**src/rtl/simple_uart_pkg.sv**
```systemverilog
// Shared definitions for the memory-mapped UART transmitter: register map,
// control/status bit positions and transmit FSM state encoding.
package simple_uart_pkg;

    localparam logic [9:0] TXDATA = 10'h000;
    localparam logic [9:0] STATUS = 10'h004;
    localparam logic [9:0] CLKDIV = 10'h008;
    localparam logic [9:0] CTRL   = 10'h00C;

    localparam int CTRL_TX_EN       = 0;
    localparam int CTRL_IRQ_EN      = 1;
    localparam int STATUS_FULL      = 0;
    localparam int STATUS_EMPTY     = 1;
    localparam int STATUS_BUSY      = 2;
    localparam int STATUS_COUNT_LSB = 8;

    typedef enum logic [1:0] {
        IDLE  = 2'd0,
        START = 2'd1,
        DATA  = 2'd2,
        STOP  = 2'd3
    } uart_state_e;

    // A divider of zero would never advance the bit timer, so it behaves as one.
    function automatic logic [15:0] clamp_div(input logic [15:0] div);
        return (div == 16'd0) ? 16'd1 : div;
    endfunction

endpackage

```
**src/rtl/simple_uart_fifo.sv**
```systemverilog
// Synchronous show-ahead FIFO with registered pointers and occupancy count.
// A push while full is refused even when a pop happens in the same cycle.
module simple_uart_fifo #(
    parameter int Width = 8,
    parameter int Depth = 16
) (
    input  logic                     clk_i,
    input  logic                     rst_i,
    input  logic                     push_i,
    input  logic [Width-1:0]         wdata_i,
    input  logic                     pop_i,
    output logic [Width-1:0]         rdata_o,
    output logic                     full_o,
    output logic                     empty_o,
    output logic [$clog2(Depth):0]   count_o
);

    localparam int PtrW = $clog2(Depth);
    localparam int CntW = PtrW + 1;

    logic [Width-1:0] r_mem [Depth];
    logic [PtrW-1:0]  r_wr_ptr;
    logic [PtrW-1:0]  r_rd_ptr;
    logic [CntW-1:0]  r_count;
    logic             w_full;
    logic             w_empty;
    logic             w_push;
    logic             w_pop;

    assign w_full  = (r_count == CntW'(Depth));
    assign w_empty = (r_count == '0);
    assign w_push  = push_i & ~w_full;
    assign w_pop   = pop_i & ~w_empty;

    always_ff @(posedge clk_i) begin
        if (w_push) begin
            r_mem[r_wr_ptr] <= wdata_i;
        end
    end

    always_ff @(posedge clk_i) begin
        if (rst_i) begin
            r_wr_ptr <= '0;
            r_rd_ptr <= '0;
            r_count  <= '0;
        end else begin
            if (w_push) begin
                r_wr_ptr <= r_wr_ptr + PtrW'(1);
            end
            if (w_pop) begin
                r_rd_ptr <= r_rd_ptr + PtrW'(1);
            end
            case ({w_push, w_pop})
                2'b10:   r_count <= r_count + CntW'(1);
                2'b01:   r_count <= r_count - CntW'(1);
                default: r_count <= r_count;
            endcase
        end
    end

    assign rdata_o = r_mem[r_rd_ptr];
    assign full_o  = w_full;
    assign empty_o = w_empty;
    assign count_o = r_count;

endmodule

```
**src/rtl/simple_uart_tx.sv**
```systemverilog
// Bus-attached 8N1 UART transmitter: register file, single-cycle bus response,
// TX FIFO and the serialising FSM with a drained-transmitter level interrupt.
module simple_uart_tx
    import simple_uart_pkg::*;
#(
    parameter int          FifoDepth    = 16,
    parameter logic [15:0] ClkDivReset  = 16'd868,
    parameter int          AddressWidth = 32,
    parameter int          DataWidth    = 32
) (
    input  logic                    clk_i,
    input  logic                    rst_i,
    input  logic                    req_i,
    input  logic                    we_i,
    input  logic [3:0]              be_i,
    input  logic [AddressWidth-1:0] addr_i,
    input  logic [DataWidth-1:0]    wdata_i,
    output logic                    rvalid_o,
    output logic [DataWidth-1:0]    rdata_o,
    output logic                    err_o,
    output logic                    tx_o,
    output logic                    irq_o
);

    localparam int CntW = $clog2(FifoDepth) + 1;

    logic [9:0]           w_offset;
    logic                 w_wr;
    logic                 w_push;
    logic                 w_pop;
    logic                 w_full;
    logic                 w_empty;
    logic [CntW-1:0]      w_count;
    logic [7:0]           w_fifo_rdata;
    logic [DataWidth-1:0] w_rsp_data;
    logic                 w_rsp_err;
    logic                 w_last_tick;
    logic                 w_can_start;
    logic                 w_unused;

    logic [15:0]          r_clkdiv;
    logic [1:0]           r_ctrl;
    logic                 r_rvalid;
    logic [DataWidth-1:0] r_rdata;
    logic                 r_err;
    uart_state_e          r_state;
    logic [7:0]           r_shift;
    logic [15:0]          r_div;
    logic [15:0]          r_cnt;
    logic [2:0]           r_bit;
    logic                 r_tx;
    logic                 r_irq;

    assign w_unused = ^{addr_i[AddressWidth-1:10], addr_i[1:0], be_i[3:2], wdata_i[DataWidth-1:16]};

    assign w_offset = {addr_i[9:2], 2'b00};
    assign w_wr     = req_i & we_i;
    assign w_push   = w_wr & (w_offset == TXDATA) & be_i[0] & ~w_full;

    simple_uart_fifo #(
        .Width (8),
        .Depth (FifoDepth)
    ) u_fifo (
        .clk_i   (clk_i),
        .rst_i   (rst_i),
        .push_i  (w_push),
        .wdata_i (wdata_i[7:0]),
        .pop_i   (w_pop),
        .rdata_o (w_fifo_rdata),
        .full_o  (w_full),
        .empty_o (w_empty),
        .count_o (w_count)
    );

    always_comb begin
        w_rsp_data = '0;
        w_rsp_err  = 1'b0;
        case (w_offset)
            TXDATA: w_rsp_err = we_i & w_full;
            STATUS: begin
                w_rsp_err = we_i;
                if (!we_i) begin
                    w_rsp_data[STATUS_FULL]               = w_full;
                    w_rsp_data[STATUS_EMPTY]              = w_empty;
                    w_rsp_data[STATUS_BUSY]               = (r_state != IDLE);
                    w_rsp_data[STATUS_COUNT_LSB +: 8]     = 8'(w_count);
                end
            end
            CLKDIV: if (!we_i) w_rsp_data[15:0] = r_clkdiv;
            CTRL:   if (!we_i) w_rsp_data[1:0]  = r_ctrl;
            default: w_rsp_err = 1'b1;
        endcase
    end

    always_ff @(posedge clk_i) begin
        if (rst_i) begin
            r_rvalid <= 1'b0;
            r_rdata  <= '0;
            r_err    <= 1'b0;
            r_clkdiv <= ClkDivReset;
            r_ctrl   <= '0;
        end else begin
            r_rvalid <= req_i;
            r_rdata  <= req_i ? w_rsp_data : '0;
            r_err    <= req_i & w_rsp_err;
            if (w_wr && (w_offset == CLKDIV)) begin
                for (int b = 0; b < 2; b++) begin
                    if (be_i[b]) begin
                        r_clkdiv[8*b +: 8] <= wdata_i[8*b +: 8];
                    end
                end
            end
            if (w_wr && (w_offset == CTRL) && be_i[0]) begin
                r_ctrl <= wdata_i[1:0];
            end
        end
    end

    // A new frame can begin from IDLE or on the final tick of STOP, so
    // consecutive bytes leave no idle gap on the line.
    assign w_last_tick = (r_cnt == (r_div - 16'd1));
    assign w_can_start = r_ctrl[CTRL_TX_EN] & ~w_empty;
    assign w_pop       = w_can_start & ((r_state == IDLE) | ((r_state == STOP) & w_last_tick));

    always_ff @(posedge clk_i) begin
        if (rst_i) begin
            r_state <= IDLE;
            r_shift <= '0;
            r_div   <= 16'd1;
            r_cnt   <= '0;
            r_bit   <= '0;
            r_tx    <= 1'b1;
            r_irq   <= 1'b0;
        end else begin
            r_irq <= r_ctrl[CTRL_IRQ_EN] & w_empty & (r_state == IDLE);
            if (w_pop) begin
                r_shift <= w_fifo_rdata;
                r_div   <= clamp_div(r_clkdiv);
                r_cnt   <= '0;
                r_bit   <= '0;
                r_state <= START;
                r_tx    <= 1'b0;
            end else begin
                case (r_state)
                    IDLE: r_tx <= 1'b1;
                    START: begin
                        if (w_last_tick) begin
                            r_cnt   <= '0;
                            r_bit   <= '0;
                            r_state <= DATA;
                            r_tx    <= r_shift[0];
                        end else begin
                            r_cnt <= r_cnt + 16'd1;
                        end
                    end
                    DATA: begin
                        if (w_last_tick) begin
                            r_cnt   <= '0;
                            r_shift <= r_shift >> 1;
                            if (r_bit == 3'd7) begin
                                r_state <= STOP;
                                r_tx    <= 1'b1;
                            end else begin
                                r_bit <= r_bit + 3'd1;
                                r_tx  <= r_shift[1];
                            end
                        end else begin
                            r_cnt <= r_cnt + 16'd1;
                        end
                    end
                    STOP: begin
                        if (w_last_tick) begin
                            r_cnt   <= '0;
                            r_state <= IDLE;
                            r_tx    <= 1'b1;
                        end else begin
                            r_cnt <= r_cnt + 16'd1;
                        end
                    end
                    default: r_state <= IDLE;
                endcase
            end
        end
    end

    assign rvalid_o = r_rvalid;
    assign rdata_o  = r_rdata;
    assign err_o    = r_err;
    assign tx_o     = r_tx;
    assign irq_o    = r_irq;

endmodule

```
**config.mk**
```make
export PLATFORM = sky130hd
export DESIGN_NAME = simple_uart_tx
export DESIGN_NICKNAME = d
export VERILOG_FILES = /design/src/rtl/simple_uart_pkg.sv /design/src/rtl/simple_uart_fifo.sv /design/src/rtl/simple_uart_tx.sv
export SDC_FILE = /design/constraint.sdc
export NUM_CORES = 1
export LEC_CHECK = 0
export CORE_UTILIZATION = 38
export DETAILED_ROUTE_END_ITERATION = 8
export SLEW_MARGIN = 0
export SYNTH_ARGS = -nofsm -noshare
export SYNTH_HDL_FRONTEND = slang
export SYNTH_SLANG_ARGS = --single-unit
```
**constraint.sdc**
```tcl
create_clock -name clk_i -period 5.9 [get_ports clk_i]
set_input_delay 1.18 -clock clk_i [delete_from_list [all_inputs] [get_ports clk_i]]
set_output_delay 1.18 -clock clk_i [all_outputs]
set_load 0.02 [all_outputs]
```
### Word level (Yosys, flattened, before mapping)

Memories as Yosys holds them, arrays and structs flattened. A register that Yosys moved wholly into a read port is not among the register bits.
Index checks and enable logic that the tools add are counted.

* bits in registers: 112
* memory bits (writable): 128
* output and inout bits: 36
* memories kept: 1

Memories
* u_fifo.r_mem: words 16, bits a word 8, rd ports 1, clocked after Yosys merged registers in 1, wr ports 1, line simple_uart_fifo.sv:21 `logic [Width-1:0] r_mem [Depth];`

* add/sub/neg operators: 7
* equality and inequality tests: 20
* mux-type cells: 34
* bitwise logic cells: 18
* reduce and logical (&&, ||, !) cells: 26

Operator list (number)
* $mux W16: 3
* $mux W8: 3
* $add A16 B1 Y16 const B: 1
* $eq A16 B16 Y1: 1
* $eq A8 B2 Y1 const B: 2
* $logic_not A16 Y1: 1
* $pmux W8 S2: 1
* $sub A16 B1 Y16 const B: 1
* $and A1 B1 Y1: 13
* $mux W3: 4
* $ne A3 B2 Y1 const B: 4
* $pmux W2 S3: 2
* $logic_not A10 Y1: 1
* $mux W2: 5
* $ne A2 B2 Y1 const B: 5
* $pmux W5 S2: 1
* $reduce_and A5 Y1: 2
* $reduce_bool A2 Y1: 5
* $add A4 B1 Y4 const B: 2
* $eq A8 B1 Y1 const B: 1
* $mux W1: 8
* $mux W4: 2
* $eq A2 B2 Y1 const B: 3
* $pmux W3 S2: 1
* other kinds (23): 33

### Longest topological paths before layout

* depth after elaboration: 8
* mapped depth: 19
* mapped depth without buffers: 17

### Hierarchy

Synthesis repeated with hierarchy kept, for this count alone.

* cell total of the unflattened synthesis: 795
* area, all modules: 10124.7 um^2

Modules (own cells, without submodules)
* simple_uart_fifo: instances 1, cells each 330, area an instance 5891.9 um^2
* simple_uart_tx: instances 1, cells each 465, area an instance 4232.8 um^2

### Least setup slack after synthesis

No wires, ideal clock.

* path type: register to register
* start: reg r_div[0]
* end: reg u_fifo.r_count[4] (netlist: u_fifo.count_o[4])
* data arrival time: 4585 ps
* data required time: 5779 ps
* path slack: 1194 ps
* cell stages (with the launch flop): 20
* buffers on the path: 2
* cells stage by stage: dfxtp_1 inv_1 ha_1 or3b_4 or4_4 a2111oi_4 nand4bb_1 a2111oi_4 a31oi_1 buf_2 inv_1 ha_1 clkbuf_1 xor2_1 ha_1 nand2_1 a221oi_1 a211o_1 a221oi_1 mux2_2

* cells in the longest elaborated chain, start to end: 8
* elaborated cells on any way between the ends: 10

Ends and longest elaborated chain
* start: declaration: line simple_uart_tx.sv:48 `logic [15:0] r_div;`
* start signal: assignment: line simple_uart_tx.sv:138 `r_div <= clamp_div(r_clkdiv);`
* $sub A16 B1 Y16 (*): line simple_uart_tx.sv:121 `assign w_last_tick = (r_cnt == (r_div - 16'd1));`
* $eq A16 B16 Y1 (*): line simple_uart_tx.sv:121
* $and A1 B1 Y1 (*): line simple_uart_tx.sv:123 `assign w_pop = w_can_start & ((r_state == IDLE) | ((r_state == STOP) & w_last_tick));`
* $or A1 B1 Y1 (*): line simple_uart_tx.sv:123
* $and A1 B1 Y1 (*): line simple_uart_tx.sv:123
* $and A1 B1 Y1 (*): line simple_uart_fifo.sv:33 `assign w_pop = pop_i & ~w_empty;`
* net u_fifo.w_pop: line simple_uart_fifo.sv:28 `logic w_pop;`
* $eq A2 B1 Y1 / $eq A2 B2 Y1 (equally long branches): line simple_uart_fifo.sv:53 `case ({w_push, w_pop})`
* $pmux W5 S2 / $reduce_bool A2 Y1 (equally long branches)
* end signal: assignment: line simple_uart_fifo.sv:54 `2'b10: r_count <= r_count + CntW'(1);`
* end signal: assignment: line simple_uart_fifo.sv:55 `2'b01: r_count <= r_count - CntW'(1);`
* end signal: assignment: line simple_uart_fifo.sv:56 `default: r_count <= r_count;`
* end: declaration: line simple_uart_fifo.sv:24 `logic [CntW-1:0] r_count;`

The timed path passes the listed nets; every way through them passes the cells marked *.
A chain may end at the register's enable or synchronous reset.

### Final worst setup path

Same ends and word-level chain as after synthesis.

==> summary.md <==
| Metric | Value |
|---|---|
| TritonRoute pass-1 iters | 4 |
| Critical Path RT | 6.33 ns |
| Die Ht | 163.0 µm |
| GP Congestion | 0.7988 |
| Area of the multi-input gates | 0.003739 mm² |
| Share of flip-flops with an asynchronous set or reset | 0 |
| Die X | 163.0 µm |
| Total negative slack | 0 ns |
| Pwr/cell area | 301.6 mW/mm² |
| DIE AREA | 0.02657 mm² |
| Reg area | 0.005847 mm² |
| Status | finished clean |
| HP Class | register to register |
| Hold Startpoint | r_ctrl[1]$_SDFFE_PP0P_ |
| Setup ws final | 0.7541 ns |
| Synthesized-area fraction occupied by adder cells | 0.02414 |
| Worst-path fanout max | 11 |
| Wire length per cell | 17.32 µm |
| Antenna Diode Count | 0 |
| First-pass GRT wire length | 32330 µm |
| Critical path's slowest cell | or4_4 |
| Warnings from Yosys | 0 |
| Dpl ws | 0.7722 ns |
| Post-synthesis register bit count | 228 |
| Post-Synth Simple-Gate Area | 0.1195 |
| TritonCTS clock tree | yes |
| Fin Clk Skew | 0.02309 ns |
| Post-Syn Instances | 753 |
| Clock transition at path regs | 0.06 ns |
| Final Hold Vio Count | 0 |
| Slew @ Worst Pin | 0.8625 ns |
| CP startpoint kind | register |
| Seq/Total Area, Yosys | 0.5935 |
| Io pins | 108 |
| Via count of the first global-routing pass | 5796 |
| H-tree depth | 1 |
| CTS Buffer Depth | 3 |
| IO buf count | 49 |
| # clock sinks | 228 |
| Mux contribution to synthesized area | 0.1225 |
| GRT overflow | 0 |
| Slew headroom | 0.4228 |
| Layout cells sized above 1 | 0.1302 |
| Number of max-cap violations | 0 |
| Most common cell on crit path | ha_1 |
| Post-Synth XOR/XNOR Area | 0.03735 |
| Crit-path cells | inv_1 > ha_1 > or3b_4 > or4_4 > a2111oi_4 > nand4bb_1 > a2111oi_4 > a31oi_2 > inv_1 > ha_1 > ha_1 > nand2_1 > a221oi_1 > a211o_1 > a221oi_1 > mux2_2 |
| Reg2reg setup slack | 0.75 ns |
| CP bufs+invs | 2 |
| Core Area | 0.02533 mm² |
| DRT iter0 DRCs | 334 |
| Compound-Gate Fraction of Synth Area | 0.06936 |
| Main synth FF type | edfxtp_1 |
| CP peak stage delay | 0.50 ns |
| Final #Nets | 896 |
| RR Endpoint | u_fifo.count_o[4]$_SDFFE_PP0P_ |
| Post-route ant nets | 0 |
| Post-synthesis area per instance | 13.08 µm² |
| DR vias | 5906 |
| Final Cycle Share | 0.8722 |
| Fillers | 2304 |
| Reg2Reg Depth | 16 |
| Number of synthesized flops with an enable pin | 128 |
| Slew Limit Fails | 0 |
| Final setup fails | 0 |
| RSZ-0062 raised after global routing | no |
| Post-CTS sizing | 0 |
| Unique masters post-synth | 61 |
| GRT Overall Usage | 0.1565 |
| P&R area growth vs syn | 16.65% |
| Post-CTS Setup Inserts | 0 |
| Initial core utilization | 0.3889 |
| Max Freq | 194.3 MHz |
| Largest family of logic cells by synthesized area | multiplexers |
| Initial antenna violation count | 0 |
| Leak | 3.994 nW |
| Largest net degree at the start of global routing | 34 |
| Clock period minus worst slack | 5.146 ns |
| WHS Endpoint | irq_o$_SDFF_PP0_ |
| Max IR drop VDD | 0.2659 mV |
| Worst hold slack | 0.4450 ns |
| WP data arrival | 5.58 ns |
| CTS root buf | clkbuf_16 |
| Cts bufs inserted | 25 |
| Clock latency on the worst-skew pair | 0.54 ns |
| Worst Hold Depth | 2 |
| Critical path class | register to register |
| Synthesized area | 0.009849 mm² |
| CP endpoint kind | register |
| DRC errors left | 0 |
| Vias per inst | 5.127 |
| Top delay family on crit path | compound AO/OA/AOI/OAI gates |
| HPWL after DPL | 13910 µm |
| R2R Path Start | r_div[0]$_SDFFE_PP1N_ |
| Final wirelength | 19950 µm |
| # hold bufs at CTS | 0 |
| Site row count | 58 |
-- per-stage QoR --
stage                     utilization  instances  power, mW  instance area (µm²)
after floorplan                     -        768      1.843                 9906
after global placement         0.4203       1108      1.900                10650
after detailed placement       0.4203       1108      1.901                10650
after CTS                      0.4537       1152      3.503                11490
after global routing           0.4537       1152      3.582                11490
final                          0.4537       1152      3.465                11490
-- worst max path at each step --
stage                                      from                        endpoint  slack (ns)  cells after the start
final                     r_div[0]$_SDFFE_PP1N_  u_fifo.count_o[4]$_SDFFE_PP0P_        0.75                     16
after global placement    r_div[0]$_SDFFE_PP1N_  u_fifo.count_o[4]$_SDFFE_PP0P_        0.84                     16
after global routing      r_div[0]$_SDFFE_PP1N_  u_fifo.count_o[4]$_SDFFE_PP0P_        0.50                     17
after detailed placement  r_div[0]$_SDFFE_PP1N_  u_fifo.count_o[4]$_SDFFE_PP0P_        0.77                     17
after CTS                 r_div[0]$_SDFFE_PP1N_  u_fifo.count_o[4]$_SDFFE_PP0P_        0.77                     17
after floorplan           r_div[0]$_SDFFE_PP1N_  u_fifo.count_o[4]$_SDFFE_PP0P_        1.19                     19
-- metal layers --
layer	up-vias	track usage	wire (µm)
met4	0	0.04078	327
met5	-	0	0
met1	2909	0.2129	9436
met2	93	0.2594	9584
met3	25	0.02470	605
li1	2879	-	-
-- report_power, final --
part	internal, mW	switching, mW
registers	1.68	0.0115
clock network	0.969	0.630
logic	0.0663	0.104
-- kinds of logic after synthesis --
logic type | after synthesis
xor+xnor | 42
simple gates | 234
compound gates | 89
buf+inv | 70
other cells | 1
mux | 70
fa+ha+maj | 19
flops | 228
-- worst min-delay path: stages, from the launching register on --
cell and delay (ns):
dfxtp_1 0.32, nand2_1 0.05, nor3_1 0.03
-- Yosys cell counts, drive strengths merged (2+ instances only) --
cell type,instances,area (µm²)
a31oi,3,18.77
nand3b,3,22.52
dfxtp,100,2002
xor2,17,148.9
nand4,7,43.79
nor4,8,56.30
a22oi,3,22.52
inv,19,71.32
buf,34,192.7
and3,15,93.84
a32oi,3,26.28
clkbuf,17,63.81
nor2,84,315.3
mux2i,26,260.3
xnor2,25,219.0
o21ai,13,68.82
nor2b,11,68.82
o211ai,2,15.01
a221oi,2,17.52
edfxtp,128,3844
ha,19,237.7
nand3,14,70.07
a211o,7,61.31
nand2b,5,31.28
a211oi,7,52.55
a21oi,20,100.1
nand2,39,146.4
mux4,40,900.9
nor3,14,75.07
a22o,16,140.1
a2111oi,3,63.81
or3,7,43.79
and2,9,56.30
or4b,2,20.02
mux2,4,45.04
nor3b,4,30.03
a41o,2,20.02
or4,6,48.80
-- registers in the layout (all words and copies together) (netlist names), 2 cells and up, named ones only --
name and count:
r_bit 3, r_clkdiv 16, r_cnt 16, r_ctrl 2
r_div 16, r_shift 8, r_state 2, rdata_o 16
u_fifo.count_o 5, u_fifo.r_mem 128, u_fifo.r_rd_ptr 4, u_fifo.r_wr_ptr 4
-- cells in the final DEF, fill, tap and decap left out, drive strengths merged, types with 15 or more instances in the layout --
master,count
a21oi,20
xor2,17
inv,20
a22o,16
clkdlybuf4s50,48
mux4,40
nor2,84
and3,15
xnor2,25
clkbuf,30
nand2,39
edfxtp,128
conb,16
dfxtp,100
mux2i,26
ha,19
-- layout make-up --
type	instances	area share
repair buffers	61	0.05009
flip-flops and latches	228	0.5089
inverters	19	0.006207
clock buffers	30	0.05695
well taps	330	0.03594
multi-input cells	470	0.3254
clock inverters	14	0.01655
(Power assumes the default switching activity.)
